<file path="src/rtl/cpu_fetch_pkg.sv">
// Shared state and opcode codes for the fetch stage and its neighbours.
// STATE_* are the 4-bit state codes that cpu_control emits.
// OP_* are the 8-bit opcodes that cpu_control decodes from IR.
package cpu_fetch_pkg;

  typedef enum logic [3:0] {
    STATE_FETCH_PC   = 4'd0,
    STATE_FETCH_INST = 4'd1,
    STATE_LOAD_ADDR  = 4'd2,
    STATE_RAM_A      = 4'd3,
    STATE_RAM_B      = 4'd4,
    STATE_STORE_A    = 4'd5,
    STATE_ALU_OP     = 4'd6,
    STATE_JUMP       = 4'd7,
    STATE_OUT_A      = 4'd8,
    STATE_NEXT       = 4'd9,
    STATE_HALT       = 4'd10
  } state_e;

  localparam logic [7:0] OP_NOP = 8'h00;
  localparam logic [7:0] OP_LDA = 8'h01;
  localparam logic [7:0] OP_ADD = 8'h02;
  localparam logic [7:0] OP_SUB = 8'h03;
  localparam logic [7:0] OP_STA = 8'h04;
  localparam logic [7:0] OP_OUT = 8'h05;
  localparam logic [7:0] OP_JMP = 8'h06;
  localparam logic [7:0] OP_JEZ = 8'h07;
  localparam logic [7:0] OP_JNZ = 8'h08;
  localparam logic [7:0] OP_HLT = 8'h09;

  // States in which the RAM is read through MAR.
  function automatic logic is_mem_rd(input logic [3:0] st);
    return (st == STATE_FETCH_INST) || (st == STATE_LOAD_ADDR) || (st == STATE_JUMP);
  endfunction

endpackage

</file>
<file path="src/rtl/cpu_fetch_jump_cond.sv">
// cpu_jump_cond: combinational branch-condition evaluator.
// Ports:
//   i_opcode  in  8  instruction register contents
//   i_zero    in  1  ALU zero flag
//   o_take    out 1  branch is taken
module cpu_jump_cond
  import cpu_fetch_pkg::*;
(
  input  logic [7:0] i_opcode,
  input  logic       i_zero,
  output logic       o_take
);

  assign o_take = (i_opcode == OP_JMP) ||
                  ((i_opcode == OP_JEZ) &&  i_zero) ||
                  ((i_opcode == OP_JNZ) && !i_zero);

endmodule

</file>
<file path="src/rtl/cpu_fetch.sv">
// cpu_fetch: instruction fetch / program counter stage ahead of cpu_control.
// Holds PC, MAR, IR and operand, reacts to the state code from cpu_control and
// hands back the opcode. Emits reset_cycle to restart cpu_control's cycle count.
// Ports:
//   clk          in   1       clock
//   reset_n      in   1       async active-low reset
//   state        in   4       STATE_* code from cpu_control
//   mem_data     in   DATA_W  RAM read data (combinational from mem_addr)
//   zero         in   1       ALU zero flag, sampled at the JUMP edge
//   mem_addr     out  ADDR_W  RAM address (MAR)
//   mem_rd       out  1       RAM read strobe
//   opcode       out  8       IR
//   operand      out  DATA_W  last operand byte
//   pc           out  ADDR_W  program counter
//   reset_cycle  out  1       one-clock cycle-restart pulse
//   halted       out  1       sticky halt flag
module cpu_fetch
  import cpu_fetch_pkg::*;
#(
  parameter int ADDR_W = 8,
  parameter int DATA_W = 8
) (
  input  logic              clk,
  input  logic              reset_n,
  input  logic [3:0]        state,
  input  logic [DATA_W-1:0] mem_data,
  input  logic              zero,
  output logic [ADDR_W-1:0] mem_addr,
  output logic              mem_rd,
  output logic [7:0]        opcode,
  output logic [DATA_W-1:0] operand,
  output logic [ADDR_W-1:0] pc,
  output logic              reset_cycle,
  output logic              halted
);

  logic [ADDR_W-1:0] r_pc, r_mar;
  logic [7:0]        r_ir;
  logic [DATA_W-1:0] r_operand;
  logic              r_reset_cycle, r_halted;
  // Cleared by reset; its first set edge produces the post-reset realign pulse.
  logic              r_boot;

  logic              w_take;
  logic [ADDR_W-1:0] w_pc_inc;

  assign w_pc_inc = r_pc + ADDR_W'(1);

  cpu_jump_cond u_jump_cond (
    .i_opcode (r_ir),
    .i_zero   (zero),
    .o_take   (w_take)
  );

  always_ff @(posedge clk or negedge reset_n) begin
    if (!reset_n) begin
      r_pc          <= '0;
      r_mar         <= '0;
      r_ir          <= '0;
      r_operand     <= '0;
      r_reset_cycle <= 1'b0;
      r_halted      <= 1'b0;
      r_boot        <= 1'b0;
    end else begin
      r_boot <= 1'b1;
      // Pulse never repeats on back-to-back clocks, and never while halted.
      if (!r_boot)
        r_reset_cycle <= 1'b1;
      else
        r_reset_cycle <= !r_halted && (state == STATE_NEXT) && !r_reset_cycle;

      if (!r_halted) begin
        case (state)
          STATE_FETCH_PC:   r_mar <= r_pc;
          STATE_FETCH_INST: begin
            r_ir <= mem_data[7:0];
            r_pc <= w_pc_inc;
          end
          STATE_LOAD_ADDR: begin
            r_operand <= mem_data;
            r_mar     <= mem_data[ADDR_W-1:0];
            r_pc      <= w_pc_inc;
          end
          STATE_JUMP: begin
            r_operand <= mem_data;
            r_pc      <= w_take ? mem_data[ADDR_W-1:0] : w_pc_inc;
          end
          STATE_HALT:       r_halted <= 1'b1;
          default: ;
        endcase
      end
    end
  end

  assign mem_addr    = r_mar;
  assign mem_rd      = is_mem_rd(state);
  assign opcode      = r_ir;
  assign operand     = r_operand;
  assign pc          = r_pc;
  assign reset_cycle = r_reset_cycle;
  assign halted      = r_halted;

endmodule

</file>
<file path="config.mk">
export PLATFORM = sky130hd
export DESIGN_NAME = cpu_fetch
export DESIGN_NICKNAME = d
export VERILOG_FILES = /design/src/rtl/cpu_fetch_pkg.sv /design/src/rtl/cpu_fetch_jump_cond.sv /design/src/rtl/cpu_fetch.sv
export SDC_FILE = /design/constraint.sdc
export NUM_CORES = 1
export LEC_CHECK = 0
export ABC_AREA = 1
export CAP_MARGIN = 15
export CORE_ASPECT_RATIO = 1.75
export CORE_MARGIN = 4
export CORE_UTILIZATION = 51
export DETAILED_ROUTE_END_ITERATION = 12
export GPL_ROUTABILITY_DRIVEN = 0
export GPL_TIMING_DRIVEN = 0
export PLACE_DENSITY = 0.84
export SLEW_MARGIN = 15
export SYNTH_ARGS = -nofsm -noshare
export SYNTH_HDL_FRONTEND = slang
export SYNTH_HIERARCHICAL = 1
export SYNTH_SLANG_ARGS = --single-unit
</file>
<file path="constraint.sdc">
create_clock -name clk -period 2.1 [get_ports clk]
set_input_delay 0.525 -clock clk [delete_from_list [all_inputs] [get_ports clk]]
set_output_delay 0.525 -clock clk [all_outputs]
set_load 0.005 [all_outputs]
</file>
==> results of run 1 <==
## registers in the layout, indices dropped and copies added (netlist names)
signal and flops:
reset_cycle 1, mem_addr 8, operand 8, r_boot 1, opcode 8, halted 1
pc 8
## power groups by stage
stage / Combinational (uW) / Sequential [uW] / Clock, uW
6_report: 82.5 / 677 / 516
2_1_floorplan: 25.9 / 690 / 0
5_1_grt: 91.3 / 676 / 561
3_5_place_dp: 81.5 / 689 / 0
3_3_place_gp: 82.5 / 689 / 0
4_1_cts: 83.5 / 677 / 528
## layout make-up
type | count | area (sq um) | share of cell area, %
Tap cell | 45 | 56.3 | 2.27
Sequential cell | 35 | 876 | 35.2
Inverter | 26 | 97.6 | 3.93
Multi-Input combinational cell | 161 | 797 | 32.1
Clock buffer | 8 | 100 | 4.03
Timing Repair Buffer | 51 | 494 | 19.9
Buffer | 8 | 63.8 | 2.57
## per-stage QoR
stage	setup TNS, ps	std cells	instance area (sq um)
global placement	-6650	324	2370
CTS	0	334	2480
finish	0	334	2480
floorplan	0	230	1820
detailed placement	-453	324	2360
global route	0	334	2480
## critical path: stages
cell	delay, ps
dlygate4sd2_1	280
inv_1	70
nor2_2	140
nand2_1	90
nand3_1	110
dlygate4sd2_1	240
## placed cells by master, fill, tap and decap left out
cell type        synthesis  layout
nor2_2                   1       2
o21ai_2                  8       8
clkbuf_1                 1       2
nand4_1                  1       1
buf_6                    3       4
nand2_4                  2       2
nand3_1                 20      20
buf_4                    1       2
nand3_2                  2       2
nand2_1                 73      73
nor2_4                   1       2
nor2_1                  14      12
dlygate4sd2_1            0       5
dfrtp_1                 35      35
inv_1                   24      24
o21ai_1                  5       5
buf_2                    3       4
o21ai_0                 22      22
o211ai_1                 6       6
clkbuf_8                 0       7
xnor2_1                  1       1
clkdlybuf4s50_1          0      43
conb_1                   1       1
inv_2                    2       2
nand2_2                  3       3
ha_1                     1       1
## cells by family after synthesis
logic type                 count (synthesis)
xor gates and xnor gates                   1
DFF                                       35
AOI/OAI and AO/OA                         41
buffers and inverters                     34
other                                      1
and+or+nand+nor                          117
adders and majority gates                  1
## routing by layer
layer / vias to the layer above / share of wire (%) / track usage (%)
met5: - / 0 / 0
met1: 839 / 38 / 26.4
met3: 6 / 4.3 / 4.63
met2: 54 / 56 / 41.7
met4: 0 / 1.5 / 9.77
li1: 847 / - / -
## what timing repair did
action / CTS / global route
gates resized for setup: 9 / 0
endpoints found under the setup margin: 1 / 0
buffers inserted: 2 / 0
## final timing paths
| check | startpoint | to | slack [ps] | cells past startpoint |
|---|---|---|---|---|
| max | state[2] | mem_rd | 110 | 6 |
| min | reset_n | operand[2]$_DFFE_PN0P_ | 310 | 1 |
| max reg2reg | opcode[1]$_DFFE_PN0P_ | pc[3]$_DFFE_PN0P_ | 540 | 11 |
| min reg2reg | r_boot$_DFF_PN0_ | reset_cycle$_DFF_PN0_ | 430 | 1 |
| max in group asynchronous | reset_n | mem_addr[7]$_DFFE_PN0P_ | 1310 | 1 |
| min in group clk | r_boot$_DFF_PN0_ | reset_cycle$_DFF_PN0_ | 430 | 1 |
==> results.tsv, run 1 <==
stage	metric	value	unit
yosys	synthSimpleGateAreaFrac	28.1	%
floorplanning	die_area	4630	sq um
timing	relSlewSlack	49.9	%
worst_setup_path	crit_path_max_fanout	3	
yosys	synth_adder_area_share	0.687	%
timing	finalSetupViolCount	0	
pwr	p_leak	0.00123	uW
job	cap_violations	0	
floorplanning	pin_count	50	
clock_tree	clk_pin_slew	60	ps
pwr	power_per_cell_area	513	nW/um^2
yosys	synth_area	1820	sq um
global_route	grt_pass1_wl	7980	um
outcome	outcome	complete, no violations	
clock_tree	cts_hold_buffers	0	
pwr	comb_power_share	6.5	%
clock_tree	cts_tree	yes	
floorplanning	fp-row-count	28	
timing	skew	3.22	ps
clock_tree	insertion_delay	280	ps
detailed_routing	drc	0	
yosys	synth_most_common_cell	nand2_1	
detailed_routing	detail-route-antenna-nets	0	
yosys	muxShareOfSynthArea	0	%
clock_tree	cts_buffer_depth	2	
final_layout	fin_util	73.1	%
yosys	synth_compound_area_share	13.7	%
yosys	synth.avg_cell_area	7.92	sq um
final_layout	diodes	0	
timing	worstMarginPinSlew	751	ps
timing	hold_violations	0	
worst_setup_path	required	1570	ps
timing	whs	306	ps
yosys	async_reset_ff_share	100	%
yosys	yosysUniqueCellTypes	23	
detailed_routing	post_drt_wl_per_cell	14.2	um
worst_setup_path	crit_type	in2out	
yosys	ys_warn_count	6	
placed_design	dp_slack	-453	ps
yosys	ys_seq_elements	35	
yosys	synth_top_area_share	48.1	%
pwr	seqPwrFrac	53.1	%
timing	period_share	94.7	%
detailed_routing	vias	1746	
yosys	synth-edff-count	0	
clock_tree	htreeDepth	2	
worst_setup_path	worstPathArrival	1460	ps
global_route	antenna_found_initial	0	
floorplanning	start_util	53.6	%
final_layout	final_nets	304	
yosys	netlist_top_cells_area	dfrtp_1, nand2_1, o21ai_0	
detailed_routing	viasPerCell	5.23	
global_route	grt_use_total	23.5	%
pwr	netSwitchingFraction	21.0	%
placed_design	dp_hpwl	3530	um
timing	rsz0062_at_grt	no	
hold_path	hold_path_class	in2async	
yosys	synth-xor-area-share	0.481	%
floorplanning	coreArea	3400	sq um
global_route	grt.overflow.total	0	
yosys	synth_top_family_by_area	simple AND/OR/NAND/NOR gates	
detailed_routing	drt_wl_total	4760	um
pwr	switchingPower	268	uW
timing	fin_crit	1990	ps
timing	fmax	503	MHz
placed_design	port_buffers	49	
worst_setup_path	startpoint_type	input pin	
global_route	grt_pass1_vias	1759	
floorplanning	die_w	53.2	um
yosys	postSynthCellCount	230	
detailed_routing	dr.pass1.iters	4	
clock_tree	numCtsBuffers	5	
pwr	vdd_ir_drop_max	433	uV
pwr	clock_power_share	40.5	%
final_layout	area_growth	36.5	%
pwr	finalPower	1280	uW
final_layout	n_fill_cell	282	
pwr	p_int	1010	uW
worst_setup_path	end_kind	output pin	
clock_tree	root_buffer	clkbuf_8	
timing	drv_slew	0	
yosys	synthFlopType	dfrtp_1	
detailed_routing	drt_iter0_drc	76	
floorplanning	die_h	87.0	um
final_layout	drive_gt1_share	13.1	%
yosys	yosys.area.top_type	dfrtp_1	
timing	finalWorstSetupSlack	112	ps
yosys	ys_seq_area_share	48.1	%
global_route	grt_start_max_net_pins	36	
yosys	ys_top_cells_by_count	nand2_1, dfrtp_1, inv_1	
clock_tree	cts_num_sinks	35	
yosys	syn_nets	246	
Power figures use the tool's default switching activity.
==> run 2: changes to the inputs <==
- MAX_ROUTING_LAYER: unset -> met4
==> run 2 against run 1 <==
  * Setup slack barely moved
  * Critical endpoint unchanged
  * Worst hold slack improved by 4.6 ps
  * Via count rose by 0.63%
  * Fmax barely moved
==> results.tsv, run 2 (same netlist as run 1, synthesis figures left out) <==
stage	metric	value	unit	change
outcome	outcome	complete, no violations		
timing	finalSetupViolCount	0		unchanged
pwr	netSwitchingFraction	21.3	%	+0.34 points
detailed_routing	vias	1757		+0.63%
detailed_routing	dr.pass1.iters	4		unchanged
timing	finalWorstSetupSlack	112	ps	+0.157 ps
pwr	comb_power_share	6.5	%	about the same
clock_tree	cts_tree	yes		
worst_setup_path	cp_slowest_cell	dlygate4sd2_1		
timing	period_share	94.6	%	about the same
pwr	clock_power_share	40.7	%	+0.2 points
worst_setup_path	path_delay_family	buffers and inverters		
clock_tree	cts_hold_buffers	0		unchanged
floorplanning	die_h	87.0	um	unchanged
detailed_routing	post_drt_wl_per_cell	14.3	um	+0.19%
clock_tree	insertion_delay	280	ps	about the same
worst_setup_path	crit_path_max_fanout	3		unchanged
hold_path	hold_path_class	in2async		
floorplanning	pin_count	50		unchanged
global_route	grt.overflow.total	0		unchanged
final_layout	final_cell_mix	nand2_1, clkdlybuf4s50_1, dfrtp_1, inv_1, o21ai_0		
pwr	vdd_ir_drop_max	436	uV	+0.53%
pwr	seqPwrFrac	52.8	%	-0.3 points
floorplanning	die_w	53.2	um	unchanged
timing	fin_crit	1990	ps	-0.157 ps
floorplanning	fp-row-count	28		unchanged
worst_setup_path	end_kind	output pin		
detailed_routing	drc	0		unchanged
clock_tree	clk_pin_slew	60	ps	about the same
clock_tree	numCtsBuffers	5		unchanged
pwr	switchingPower	273	uW	+2.1%
final_layout	area_growth	36.5	%	unchanged
final_layout	drive_gt1_share	13.1	%	unchanged
global_route	grt_start_max_net_pins	36		unchanged
detailed_routing	detail-route-antenna-nets	0		unchanged
pwr	p_int	1010	uW	unchanged
timing	drv_slew	0		unchanged
clock_tree	cts_buffer_depth	2		unchanged
pwr	p_leak	0.00123	uW	unchanged
timing	worstMarginPinSlew	771	ps	+20.0 ps
global_route	grt_pass1_vias	1760		+0.057%
worst_setup_path	worstPathArrival	1460	ps	about the same
job	cap_violations	0		unchanged
worst_setup_path	required	1570	ps	about the same
timing	hold_violations	0		unchanged
clock_tree	htreeDepth	2		unchanged
placed_design	port_buffers	49		unchanged
worst_setup_path	startpoint_type	input pin		
pwr	power_per_cell_area	516	nW/um^2	+0.43%
placed_design	dp_slack	-453	ps	unchanged
global_route	antenna_found_initial	0		unchanged
floorplanning	coreArea	3400	sq um	unchanged
final_layout	n_fill_cell	282		unchanged
timing	tns	0	ps	unchanged
detailed_routing	drt_iter0_drc	64		-16%
worst_setup_path	path_buf_inv	3		unchanged
worst_setup_path	crit_type	in2out		
worst_setup_path	slowest_delay	280	ps	about the same
floorplanning	start_util	53.6	%	unchanged
global_route	grt_use_total	24.2	%	+0.69 points
timing	relSlewSlack	48.6	%	-1.3 points
clock_tree	cts_num_sinks	35		unchanged
floorplanning	die_area	4630	sq um	unchanged
pwr	finalPower	1280	uW	+0.43%
timing	rsz0062_at_grt	no		
global_route	grt_pass1_wl	7990	um	about the same
detailed_routing	viasPerCell	5.26		+0.63%
final_layout	layout_commonest_cell	nand2_1		
final_layout	diodes	0		unchanged
timing	fmax	503	MHz	about the same
worst_setup_path	cp_common_cell	dlygate4sd2_1		
detailed_routing	drt_wl_total	4770	um	+0.19%
timing	skew	5.67	ps	+2.45 ps
final_layout	final_nets	304		unchanged
clock_tree	root_buffer	clkbuf_8		
placed_design	dp_hpwl	3530	um	unchanged
worst_setup_path	path_cells	dlygate4sd2_1, inv_1, nor2_2, nand2_1, nand3_1, dlygate4sd2_1		
[run 2: cell counts in the layout (fill, tap and decap cells not counted)]
No cell type changed its count.
[run 2: power groups by stage]
stage | sequential [uW] | combinational (uW) | clock (uW)
floorplan | 690 | 25.9 | 0
global placement | 689 | 82.5 | 0
detailed placement | 689 | 81.5 | 0
CTS | 677 | 83.5 | 528
global route | 676 | 91.2 | 563
finish | 677 | 82.8 | 522
[run 2: stage by stage]
| stage | area (sq um) | instances | hold slack [ps] | util (%) |
|---|---|---|---|---|
| after floorplan | 1820 | 230 | 229 | - |
| after global placement | 2370 | 324 | 420 | 69.7 |
| after detailed placement | 2360 | 324 | 422 | 69.5 |
| after CTS | 2480 | 334 | 332 | 73.1 |
| after global routing | 2480 | 334 | 358 | 73.1 |
| final | 2480 | 334 | 311 | 73.1 |
[run 2: worst reg2reg max path, cell delays in order, from the launching register on]
cell and delay, ps:
dfrtp_1 410, nor2_1 120, nand2_1 60, nand2_1 60
nand2_1 50, nor2_1 180, nand3_2 150, buf_6 170
nand2_1 70, o21ai_1 60, nand2_1 70, nand2_1 50
[run 2: metal layers]
| layer | GRT usage, % | wire length [um] | part of all wire (%) |
|---|---|---|---|
| met5 | - | 0 | 0 |
| met2 | 41.6 | 2650 | 56 |
| met3 | 4.63 | 214 | 4.5 |
| met4 | 9.77 | 104 | 2.2 |
| met1 | 26.6 | 1800 | 38 |
[run 2: path summary, 6_finish.rpt]
path,from,to,slack [ps],depth (start not counted)
max,state[2],mem_rd,110,6
min,reset_n,operand[2]$_DFFE_PN0P_,310,1
max reg2reg,opcode[1]$_DFFE_PN0P_,pc[3]$_DFFE_PN0P_,540,11
min reg2reg,r_boot$_DFF_PN0_,reset_cycle$_DFF_PN0_,420,1
max in group asynchronous,reset_n,mem_addr[5]$_DFFE_PN0P_,1290,1
min in group clk,r_boot$_DFF_PN0_,reset_cycle$_DFF_PN0_,420,1
[run 2: repair_timing]
action,CTS,global route
endpoints found under the setup margin,1,0
buffers inserted,2,0
resized for setup,9,0
[run 2: area by class of cell]
cell class / instances / area (sq um) / area share, %
multi-input combinational: 161 / 797 / 32.1
clock buffer: 8 / 100 / 4.03
inverter: 26 / 97.6 / 3.93
sequential: 35 / 876 / 35.2
timing repair buffer: 51 / 494 / 19.9
buffer: 8 / 63.8 / 2.57
tap: 45 / 56.3 / 2.27
==> run 3: changes to the inputs <==
- SLEW_MARGIN: 15 -> unset
- TNS_END_PERCENT: unset -> 100
- clock period: 2.1 -> 2.3 ns (I/O delays scaled with it)
==> run 3 against run 2 <==
  * Count of clock-buffer cells in the layout is the same
  * Sequential share of layout area is 0.16 points lower
  * Die area is the same
  * Sequential power fell by 8.7%
  * Clock skew shrank 1.3 ps
  * Clock power is 9.4% lower
==> results.tsv, run 3 (same netlist as run 1, synthesis figures left out) <==
stage	metric	value	unit	change
global_route	grt_start_max_net_pins	36		unchanged
floorplanning	die_w	53.2	um	unchanged
job	cap_violations	0		unchanged
timing	skew	4.33	ps	-1.34 ps
clock_tree	root_buffer	clkbuf_8		
timing	worstMarginPinSlew	747	ps	-24.3 ps
detailed_routing	post_drt_wl_per_cell	14.5	um	+1.2%
timing	drv_slew	0		unchanged
worst_setup_path	timing.rr.start	opcode[1]$_DFFE_PN0P_		
worst_setup_path	cp_common_cell	dlygate4sd2_1		
final_layout	fin_cells	335		+0.30%
timing	rsz0062_at_grt	no		
timing	whs	356	ps	+45.2 ps
clock_tree	htreeDepth	2		unchanged
global_route	antenna_found_initial	0		unchanged
floorplanning	fp-row-count	28		unchanged
pwr	power_per_cell_area	468	nW/um^2	-9.2%
clock_tree	cts_num_sinks	35		unchanged
worst_setup_path	worstPathArrival	1550	ps	+90 ps
timing	relSlewSlack	50.2	%	+1.6 points
pwr	p_int	922	uW	-8.6%
clock_tree	cts_tree	yes		
detailed_routing	detail-route-antenna-nets	0		unchanged
hold_path	hold_path_class	in2async		
pwr	seqPwrFrac	52.9	%	about the same
placed_design	dp_slack	-353	ps	+100 ps
global_route	grt_use_total	24.2	%	unchanged
outcome	outcome	complete, no violations		
timing	finalWorstSetupSlack	179	ps	+66.2 ps
pwr	comb_power_share	6.7	%	+0.2 points
worst_setup_path	path_delay_family	buffers and inverters		
detailed_routing	drt_wl_total	4840	um	+1.6%
pwr	vdd_ir_drop_max	396	uV	-9.0%
floorplanning	die_h	87.0	um	unchanged
worst_setup_path	crit_path_max_fanout	3		unchanged
worst_setup_path	reg2reg_slack	740	ps	+200 ps
placed_design	dp_hpwl	3530	um	unchanged
final_layout	final_cell_mix	nand2_1, clkdlybuf4s50_1, dfrtp_1, inv_1, o21ai_0		
detailed_routing	viasPerCell	5.28		+0.33%
final_layout	fin_area	2500	sq um	+0.45%
worst_setup_path	required	1730	ps	+160 ps
worst_setup_path	end_kind	output pin		
floorplanning	die_area	4630	sq um	unchanged
final_layout	diodes	0		unchanged
global_route	grt_pass1_vias	1765		+0.28%
floorplanning	coreArea	3400	sq um	unchanged
final_layout	drive_gt1_share	13.4	%	+0.30 points
worst_setup_path	startpoint_type	input pin		
final_layout	final_nets	305		+0.33%
worst_setup_path	timing.rr.end	pc[3]$_DFFE_PN0P_		
worst_setup_path	reg2regPathDepth	11		unchanged
global_route	grt_pass1_wl	7990	um	unchanged
worst_setup_path	cp_slowest_cell	dlygate4sd2_1		
clock_tree	numCtsBuffers	5		unchanged
detailed_routing	dr.pass1.iters	4		unchanged
timing	period_share	92.2	%	
floorplanning	start_util	53.6	%	unchanged
timing	tns	0	ps	unchanged
floorplanning	pin_count	50		unchanged
pwr	p_leak	0.00124	uW	+1.1%
pwr	clock_power_share	40.5	%	-0.2 points
worst_setup_path	slowest_delay	290	ps	about the same
placed_design	placement.cell_area	2360	sq um	unchanged
final_layout	area_growth	37.1	%	
final_layout	n_fill_cell	282		unchanged
placed_design	port_buffers	49		unchanged
timing	finalSetupViolCount	0		unchanged
detailed_routing	vias	1768		+0.63%
detailed_routing	drc	0		unchanged
clock_tree	cts_hold_buffers	0		unchanged
worst_setup_path	path_buf_inv	3		unchanged
timing	fmax	471	MHz	
worst_setup_path	crit_type	in2out		
global_route	grt.overflow.total	0		unchanged
clock_tree	insertion_delay	280	ps	about the same
timing	fin_crit	2120	ps	
placed_design	dpl.cell_count	324		unchanged
pwr	switchingPower	248	uW	-9.4%
timing	hold_violations	0		unchanged
detailed_routing	drt_iter0_drc	66		+3.1%
final_layout	layout_commonest_cell	nand2_1		
pwr	netSwitchingFraction	21.2	%	-0.17 points
worst_setup_path	path_cells	dlygate4sd2_1, inv_2, nor2_1, nand2_2, nand3_1, dlygate4sd2_1		
clock_tree	cts_buffer_depth	2		unchanged
clock_tree	clk_pin_slew	60	ps	about the same
==> run 3: final cells by class <==
type | count | area [sq um] | area share [%]
Inverter | 26 | 97.6 | 3.91
Tap cell | 45 | 56.3 | 2.26
Clock buffer | 8 | 100 | 4.01
Timing Repair Buffer | 52 | 505 | 20.3
Buffer | 8 | 63.8 | 2.56
Sequential cell | 35 | 876 | 35.1
Multi-Input combinational cell | 161 | 797 | 31.9
==> run 3: layer usage <==
metal  GRT usage [%]  wire length [um]  vias up
li1                -                 -      845
met1            26.6              1760      847
met2            41.6              2760       68
met3            4.63               234        8
met4            9.77                89        0
met5               -                 0        -
==> run 3: timing repair <==
action	CTS	global route
setup endpoints to repair	1	1
endpoints found under the hold margin	0	0
gates resized for setup	7	2
setup buffers	2	1
gates cloned	0	0
pin swaps	0	1
==> run 3: per-stage QoR <==
stage / util [%] / total power, uW
after detailed placement: 69.5 / 704
after floorplan: - / 653
after global routing: 73.5 / 1220
after global placement: 69.7 / 705
final: 73.5 / 1170
after CTS: 73.0 / 1180
==> run 3: how the worst max path moves through the flow <==
stage,startpoint,end,slack [ps],cells after the start
floorplan,state[3],mem_rd,730,3
global placement,state[1],mem_rd,-360,6
detailed placement,state[0],mem_rd,-350,7
CTS,state[3],mem_rd,30,5
global route,state[0],mem_rd,110,7
finish,state[1],mem_rd,180,6
==> run 3: worst reg2reg max path: stages (launching register included) <==
cell and delay, ps:
dfrtp_1 410, nor2_1 120, nand2_1 60, nand2_1 60
nand2_1 50, nor2_1 170, nand3_2 150, buf_6 170
nand2_1 70, o21ai_1 60, nand2_1 70, nand2_1 50
==> run 3: power groups by stage <==
stage	Combinational (uW)	Clock [uW]	Sequential, uW
2_1_floorplan	23.7	0	630
3_3_place_gp	75.3	0	629
3_5_place_dp	74.4	0	629
4_1_cts	75.9	482	618
5_1_grt	85.8	514	618
6_report	77.8	473	618
